$ cat src/rtl/dmem_port_arbiter.sv
// Two-port arbiter for the single-port data memory: CPU (MEM stage) vs host/debug loader.
// Grants are decoded combinationally; state, counters and read-return valids are registered.
module dmem_port_arbiter #(
    parameter int unsigned AW       = 32,
    parameter int unsigned DW       = 32,
    parameter int unsigned MAX_WAIT = 4,
    parameter int unsigned LOCK_MAX = 8
) (
    input  logic          clk,
    input  logic          rst,
    input  logic          cpu_req,
    input  logic          cpu_we,
    input  logic [AW-1:0] cpu_addr,
    input  logic [DW-1:0] cpu_wdata,
    output logic          cpu_gnt,
    output logic          cpu_stall,
    output logic          cpu_rvalid,
    output logic [DW-1:0] cpu_rdata,
    input  logic          host_req,
    input  logic          host_we,
    input  logic          host_lock,
    input  logic [AW-1:0] host_addr,
    input  logic [DW-1:0] host_wdata,
    output logic          host_gnt,
    output logic          host_rvalid,
    output logic [DW-1:0] host_rdata,
    output logic [AW-1:0] mem_addr,
    output logic [DW-1:0] mem_wdata,
    output logic          mem_write,
    output logic          mem_read,
    input  logic [DW-1:0] mem_rdata
);

    localparam int unsigned WCW = $clog2(MAX_WAIT + 1);
    localparam int unsigned LCW = $clog2(LOCK_MAX + 1);

    typedef enum logic {
        ST_ARB  = 1'b0,
        ST_LOCK = 1'b1
    } state_t;

    state_t         state;
    logic [WCW-1:0] wait_cnt;
    logic [LCW-1:0] lock_cnt;
    logic           wait_full;
    logic           lock_full;
    logic           force_cpu;
    logic           leave_lock;

    assign wait_full  = (wait_cnt == WCW'(MAX_WAIT));
    assign lock_full  = (lock_cnt == LCW'(LOCK_MAX));
    // Burst has used its quota and the CPU is waiting: hand the CPU one slot.
    assign force_cpu  = (state == ST_LOCK) && lock_full && cpu_req;
    assign leave_lock = force_cpu || !host_req || !host_lock;

    // Grant decode
    always_comb begin
        cpu_gnt  = 1'b0;
        host_gnt = 1'b0;
        if (state == ST_LOCK) begin
            if (force_cpu)     cpu_gnt  = 1'b1;
            else if (host_req) host_gnt = 1'b1;
            else if (cpu_req)  cpu_gnt  = 1'b1;
        end else begin
            if (host_req && (!cpu_req || wait_full)) host_gnt = 1'b1;
            else if (cpu_req)                        cpu_gnt  = 1'b1;
        end
    end

    // Memory port mux; idle bus is all zeros
    always_comb begin
        mem_addr  = '0;
        mem_wdata = '0;
        mem_write = 1'b0;
        mem_read  = 1'b0;
        if (cpu_gnt) begin
            mem_addr  = cpu_addr;
            mem_wdata = cpu_wdata;
            mem_write = cpu_we;
            mem_read  = !cpu_we;
        end else if (host_gnt) begin
            mem_addr  = host_addr;
            mem_wdata = host_wdata;
            mem_write = host_we;
            mem_read  = !host_we;
        end
    end

    assign cpu_stall  = cpu_req & ~cpu_gnt;
    assign cpu_rdata  = mem_rdata;
    assign host_rdata = mem_rdata;

    // Arbitration state, starvation/burst counters and read-owner valids
    always_ff @(posedge clk or posedge rst) begin
        if (rst) begin
            state       <= ST_ARB;
            wait_cnt    <= '0;
            lock_cnt    <= '0;
            cpu_rvalid  <= 1'b0;
            host_rvalid <= 1'b0;
        end else begin
            cpu_rvalid  <= cpu_gnt & ~cpu_we;
            host_rvalid <= host_gnt & ~host_we;

            if (host_req && !host_gnt) begin
                if (!wait_full) wait_cnt <= wait_cnt + WCW'(1);
            end else begin
                wait_cnt <= '0;
            end

            if (state == ST_ARB) begin
                if (host_gnt && host_lock) begin
                    state    <= ST_LOCK;
                    lock_cnt <= LCW'(1);
                end
            end else if (leave_lock) begin
                state    <= ST_ARB;
                lock_cnt <= '0;
            end else if (host_gnt && !lock_full) begin
                lock_cnt <= lock_cnt + LCW'(1);
            end
        end
    end

endmodule

$ cat config.mk
export PLATFORM = sky130hd
export DESIGN_NAME = dmem_port_arbiter
export DESIGN_NICKNAME = d
export VERILOG_FILES = /design/src/rtl/dmem_port_arbiter.sv
export SDC_FILE = /design/constraint.sdc
export NUM_CORES = 1
export LEC_CHECK = 0
export CELL_PAD_IN_SITES_DETAIL_PLACEMENT = 1
export CELL_PAD_IN_SITES_GLOBAL_PLACEMENT = 2
export CORE_AREA = 4 4 115 117
export DETAILED_ROUTE_END_ITERATION = 8
export DIE_AREA = 0 0 119 121
export DONT_BUFFER_PORTS = 1
export MAX_ROUTING_LAYER = met4
export PLACE_DENSITY = 0.63
export REMOVE_ABC_BUFFERS = 1
export SYNTH_ARGS = -nofsm -noshare
export SYNTH_HDL_FRONTEND = slang
export SYNTH_SLANG_ARGS = --single-unit
$ cat constraint.sdc
create_clock -name clk -period 6 [get_ports clk]
set_input_delay 0.9 -clock clk [delete_from_list [all_inputs] [get_ports clk]]
set_output_delay 0.9 -clock clk [all_outputs]
set_load 0.02 [all_outputs]
After elaboration in Yosys (flattened, before gate mapping):

Cells that the tools add are included.
Widths: inputs -> output; s select.

* add/sub/neg operators: 2
* mux-type cells: 26
* reductions and logical operators: 18
* bitwise logic cells: 6
* equality and inequality tests: 4

Operators by type and width (number)
* $mux 32: 4
* $mux 1: 16
* $mux 4: 4
* $logic_not 1->1: 7
* $logic_and 1x1->1: 6
* $mux 3: 2
* $add 4x1->4 const B: 1
* $eq 4x4->1 const B: 1
* $add 3x1->3 const B: 1
* $and 1x1->1: 3
* $eq 3x3->1 const B: 1
* $logic_or 1x1->1: 3
* $ne 3x1->1 const B: 1
* $not 1->1: 3
* $ne 2x2->1 const B: 1
* $reduce_and 2->1: 1
* $reduce_bool 2->1: 1

* logic and storage cells: 61
* output and inout bits: 135
* register bits after elaboration: 10
* input port bits: 167

Longest topological paths before layout:

Gate-level depths: netlist of run 1.

* depth in word-level cells: 9
* gate-level depth with buffers: 8
* gate-level depth less buffers: 6

Worst setup path before layout of run 1:

No wires, ideal clock.

* kind: input -> output
* from: input port cpu_req
* to: output port mem_addr[10]
* stages on the path: 6
* path slack: 2947 ps
* arrival: 2153 ps
* required time: 5100 ps
* cell sequence: a21bo_2 -> o221ai_1 -> buf_4 -> buf_8 -> buf_8 -> mux2i_1

* cells in the longest elaborated chain, start to end: 7

RTL lines
* start: declaration: RTL line 11 `input logic cpu_req,`
* $logic_not 1->1: RTL line 65 `if (host_req && (!cpu_req || wait_full)) host_gnt = 1'b1;`
* $logic_or 1x1->1: RTL line 65
* $logic_and 1x1->1: RTL line 65
* $mux 1: RTL line 65
* $mux 1: RTL line 60 `if (state == ST_LOCK) begin`
* $mux 32: RTL line 81 `end else if (host_gnt) begin`
* $mux 32 *: RTL line 76 `if (cpu_gnt) begin`
* end: declaration: RTL line 27 `output logic [AW-1:0] mem_addr,`

Every way passes the cells marked *; elsewhere a longest branch is shown, timed or not.

Worst setup path after layout of run 1:

* from: register lock_cnt[0]
* to: output port mem_wdata[8]

* cells in the longest elaborated chain, start to end: 7

RTL lines
* start: declaration: RTL line 44 `logic [LCW-1:0] lock_cnt;`
* start signal: assignment: RTL line 120 `lock_cnt <= lock_cnt + LCW'(1);`
* $eq 4x4->1 *: RTL line 51 `assign lock_full = (lock_cnt == LCW'(LOCK_MAX));`
* $logic_and 1x1->1 * (2 in series): RTL line 53 `assign force_cpu = (state == ST_LOCK) && lock_full && cpu_req;`
* $mux 1: RTL line 61 `if (force_cpu) cpu_gnt = 1'b1;`
* $mux 1: RTL line 60
* $mux 32: RTL line 81
* $mux 32 *: RTL line 76
* end: declaration: RTL line 28 `output logic [DW-1:0] mem_wdata,`

Marked as above.

==> results.toml, run 1 <==
[status]
run_status = "complete, no violations"

[clocking]
insertion_delay_ns = 0.23
cts_setup_buffers = 0
cts_buffers = 3
cts_buffer_depth = 2
path_clk_slew_ns = 0.04
clockRootBuffer = "clkbuf_16"
post_cts_resized = 0
cts_htree_levels = 1
cts_tree = "yes"
ctsHoldBuffers = 0
cts.sinks = 10

[yosys]
netlist_area_um2 = 2366
synth_area_leaders = "mux2i_1 (28%), buf_4 (22%), inv_1 (11%)"
ys_seq_area_share_pct = 10.58
avgSynthCellArea_um2 = 6.898
synth.top_cell.area_share_pct = 28.34
yosys_warnings = 0
synth-edff-count = 0
synth_top_area_cell = "mux2i_1"
synthArstFlopShare_pct = 100.0
netlist_instances = 343
synth_common_cells = "inv_1 (72), buf_4 (70), nand2_1 (70), mux2i_1 (67), dfrtp_1 (10)"
synth_most_common_cell = "inv_1"
synth_flop_cell = "dfrtp_1"
synth_cell_types = 39
ys_ff_latch = 10

[timing]
whs_ns = 0.5388
tightest_slew_ns = 0.8639
finalSetupViolCount = 0
rsz0062_at_grt = "no"
clock_skew_ns = 0.001875
period_needed_ns = 3.696
relSlewSlack_pct = 40.76
fmax_mhz = 270.5
fin_ws_ns = 2.304
final_hold_viol_count = 0
maxSlewViolCount = 0
period_share_pct = 61.61

[setup_path]
arrival_ns = 2.80
critPathKind = "register to output pin"
reg2reg_depth = 7
r2r_slack_ns = 3.60
worstPathMaxFanout = 35
startpoint_type = "register"
cp.required_ns = 5.10
cp-end-kind = "output pin"

[drt]
ant_nets = 0
viasPerCell = 4.326
first_pass_iters = 4
drc_errors = 0
routed_wl_um = 10040
wl_per_cell_um = 22.92
drt-initial-drc-count = 55
num_vias = 1895

[layout]
finalNetCount = 439
utilization_pct = 16.92
antenna_cells = 0
layout-area-overhead-vs-synth_pct = -11.58
drive_above_1_share_pct = 3.383
final_area_um2 = 2092
fill_cells = 1516

[power]
p_leak_nw = 1.341
peakVddDrop_mv = 0.07232
power.total_w = 0.0003468
cellPowerDensity_nw_per_um2 = 165.8

[flow_run]
maxCapViolCount = 0

[floorplanning]
fp.coreArea_um2 = 12360
io_pins = 302
dieArea_um2 = 14400
die_x_um = 119
start_util_pct = 19.14
die_h_um = 121
rows = 41

[global_route]
grt.busiest_layer = "met2"
grt_overflow_total = 0
use_met1_pct = 15.08
grtUsageTotal_pct = 13.51
grt_pass1_vias = 2075
antenna_found_initial = 0
grt_util_met2_pct = 18.09
grt_max_degree = 75
grt_pass1_wl_um = 14060
use_met3_pct = 12.91

[min_path]
min_path_type = "input port to asynchronous set/reset pin"

[place]
post-dp-hpwl_um = 8841
postPlaceCellArea_um2 = 2017
gp_congestion = 0.8643
post-place-ws_ns = 2.373
port_buffers = 0
## flip-flops by register name, summed over array words and instances (netlist names)
signal	count
host_rvalid	1
lock_cnt	4
state	1
cpu_rvalid	1
wait_cnt	3
## layout by cell type (no fill, tap or decap), types with 2 or more instances in the layout
master     instances
a31oi_1            2
and2_1             2
buf_4              2
clkbuf_16          3
dfrtp_1           10
ha_1               4
inv_1             72
mux2i_1           67
nand2_1           70
nand3_1            2
nand4_1            2
nor2_1             2
nor3_1             3
o211ai_1           2
xnor2_1            2
## where the power goes
group / switching [W] / internal (W)
sequential: 0.00000587 / 0.0000718
clock: 0.0000296 / 0.0000863
combinational: 0.000109 / 0.0000441
## critical path, cell delays in order (launching register included)
cell and delay [ns]:
dfrtp_1 0.42, inv_1 0.10, ha_1 0.24, nand3b_2 0.18, o221ai_4 0.47, buf_4 0.56
mux2i_1 0.56
## kinds of logic after synthesis
logic type | after synthesis | synth area share [%]
buffers and inverters | 155 | 36.81
AND/OR/NAND/NOR | 89 | 16.24
multiplexers | 67 | 28.34
AO/OA/AOI/OAI | 16 | 5.183
flip-flops | 10 | 10.58
adder cells (fa/ha/maj) | 4 | 2.115
XOR/XNOR | 2 | 0.7405
## final timing paths
check	from	end
max	lock_cnt[0]$_DFFE_PP0P_	mem_wdata[8]
min reg2reg	wait_cnt[0]$_DFFE_PP0P_	wait_cnt[0]$_DFFE_PP0P_
max reg2reg	lock_cnt[0]$_DFFE_PP0P_	wait_cnt[1]$_DFFE_PP0P_
min	rst	lock_cnt[1]$_DFFE_PP0P_
min in group clk	wait_cnt[0]$_DFFE_PP0P_	wait_cnt[0]$_DFFE_PP0P_
max in group asynchronous	rst	wait_cnt[0]$_DFFE_PP0P_
## final cells by class
| cell class | count | area, µm² | share of cell area (%) |
|---|---|---|---|
| Multi-Input combinational cell | 178 | 1262 | 60.35 |
| Inverter | 73 | 274.0 | 13.10 |
| Sequential cell | 10 | 250.2 | 11.96 |
| Tap cell | 172 | 215.2 | 10.29 |
| Clock buffer | 3 | 75.07 | 3.589 |
| Timing Repair Buffer | 2 | 15.01 | 0.7177 |
## routing by layer
metal  vias to the layer above  routed length (µm)  share of wire (%)
met5                         -                   0                  0
met4                         0                  19               0.19
met3                         2                2111                 21
met2                       200                4071                 41
met1                       851                3835                 38
li1                        842                   -                  -
## per-stage QoR
stage               TNS [ns]  cells
global placement           0    435
global route               0    438
CTS                        0    438
finish                     0    438
floorplan            -131.02    261
detailed placement         0    435
Note: power is estimated with default switching activity, not from simulation.
==> run 2: changes to the inputs <==
--- a/config.mk
+++ b/config.mk
@@ -12,7 +12,7 @@
 export DIE_AREA = 0 0 119 121
 export DONT_BUFFER_PORTS = 1
 export MAX_ROUTING_LAYER = met4
-export PLACE_DENSITY = 0.63
+export PLACE_DENSITY = 0.66
 export REMOVE_ABC_BUFFERS = 1
 export SYNTH_ARGS = -nofsm -noshare
 export SYNTH_HDL_FRONTEND = slang
==> constraint.sdc (replaced) <==
create_clock -name clk -period 3.4 [get_ports clk]
set_input_delay 0.51 -clock clk [delete_from_list [all_inputs] [get_ports clk]]
set_output_delay 0.51 -clock clk [all_outputs]
set_load 0.02 [all_outputs]
==> results.toml, run 2 (same netlist as run 1, synthesis figures left out) <==
[status]
run_status = "complete, no violations"

[timing]
tightest_slew_ns = 0.6216
clock_skew_ns = 0.006010
whs_ns = 0.1623
finalSetupViolCount = 0
final_hold_viol_count = 0
rsz0062_at_grt = "no"
fmax_mhz = 331.9
fin_ws_ns = 0.3874
period_share_pct = 88.61
maxSlewViolCount = 0
relSlewSlack_pct = 57.38
period_needed_ns = 3.013

[global_route]
grt_pass1_vias = 2028
grt_pass1_wl_um = 13530
antenna_found_initial = 0
grt_max_degree = 75
grt_overflow_total = 0
grtUsageTotal_pct = 13.07

[floorplanning]
dieArea_um2 = 14400
io_pins = 302
rows = 41
fp.coreArea_um2 = 12360
start_util_pct = 19.14
die_x_um = 119
die_h_um = 121

[power]
cellPowerDensity_nw_per_um2 = 308.9
p_leak_nw = 1.363
peakVddDrop_mv = 0.1345
power.total_w = 0.0006574

[clocking]
cts_buffers = 3
cts_buffer_depth = 2
path_clk_slew_ns = 0.05
cts_tree = "yes"
post_cts_resized = 0
ctsHoldBuffers = 0
insertion_delay_ns = 0.25
cts.sinks = 10
clockRootBuffer = "clkbuf_16"
cts_htree_levels = 1
cts_setup_buffers = 0

[setup_path]
crit_chain = "inv_1 > ha_1 > a21bo_2 > o221ai_4 > buf_4 > mux2i_1"
arrival_ns = 2.50
critPathKind = "register to output pin"
cp-end-kind = "output pin"
worstPathMaxFanout = 39
slowest_stage = "mux2i_1"
cp.required_ns = 2.89
path_delay_family = "buffers and inverters"
crit_path_max_incr_delay_ns = 0.57
critical_path_buf_inv_count = 2
startpoint_type = "register"

[place]
post-dp-hpwl_um = 8642
post-place-ws_ns = 0.6171
port_buffers = 0
postPlaceCellArea_um2 = 2039
gp_congestion = 0.7818

[layout]
final_common_cell = "inv_1"
layout-area-overhead-vs-synth_pct = -10.05
layout_common_cells = "inv_1 (72), nand2_1 (70), mux2i_1 (67), dfrtp_1 (10), buf_4 (5)"
finalNetCount = 442
fill_cells = 1512
top_register = "lock_cnt"
drive_above_1_share_pct = 4.815
antenna_cells = 0
largest_reg_flops = 4
final_area_um2 = 2128
largestRegisters = "lock_cnt (4), wait_cnt (3)"

[drt]
viasPerCell = 4.296
drc_errors = 0
first_pass_iters = 4
wl_per_cell_um = 22.47
ant_nets = 0
routed_wl_um = 9932
drt-initial-drc-count = 55
num_vias = 1899

[min_path]
min_path_type = "input port to asynchronous set/reset pin"

[flow_run]
maxCapViolCount = 0
[run 2: cell count changes in the layout (fill, tap and decap cells not counted)]
cell      previous run  this run
clkbuf_8             0         1
buf_4                2         5
[run 2: final cells by class]
class | count | area [µm²] | area share, %
clock buffers | 4 | 88.84 | 4.174
multi-input cells | 178 | 1262 | 59.32
repair buffers | 5 | 37.54 | 1.764
inverters | 73 | 274.0 | 12.87
flip-flops and latches | 10 | 250.2 | 11.76
well taps | 172 | 215.2 | 10.11
[run 2: routing by layer]
| metal | GRT usage (%) | part of all wire [%] | vias up |
|---|---|---|---|
| li1 | - | - | 851 |
| met4 | 3.041 | 0.81 | 0 |
| met1 | 13.16 | 34 | 860 |
| met5 | - | 0 | - |
| met3 | 12.35 | 21 | 6 |
| met2 | 18.40 | 44 | 182 |
[run 2: final timing paths]
path	end	slack, ns	depth (start not counted)	start
worst max-delay path	mem_addr[14]	0.39	6	wait_cnt[0]$_DFFE_PP0P_
worst min-delay path	lock_cnt[2]$_DFFE_PP0P_	0.16	1	rst
worst max register to register	wait_cnt[1]$_DFFE_PP0P_	1.18	7	wait_cnt[0]$_DFFE_PP0P_
worst min register to register	wait_cnt[0]$_DFFE_PP0P_	0.59	2	wait_cnt[0]$_DFFE_PP0P_
max in group asynchronous	lock_cnt[1]$_DFFE_PP0P_	2.92	1	rst
min in group clk	host_rvalid$_DFF_PP0_	0.33	1	host_we
[run 2: through the flow]
step,setup TNS (ns),instances,util [%]
6_report,0,442,17.21
5_1_grt,0,442,17.21
4_1_cts,0,442,17.21
3_5_place_dp,0,438,16.50
3_3_place_gp,0,438,16.50
2_1_floorplan,-287.66,261,-
[run 2: where the power goes]
| group | total [W] | switching (W) | leakage (nW) | internal (W) |
|---|---|---|---|---|
| Clock | 0.000246 | 0.0000677 | 0.0442 | 0.000178 |
| Combinational | 0.000275 | 0.000193 | 1.19 | 0.0000816 |
| Sequential | 0.000137 | 0.0000103 | 0.134 | 0.000127 |
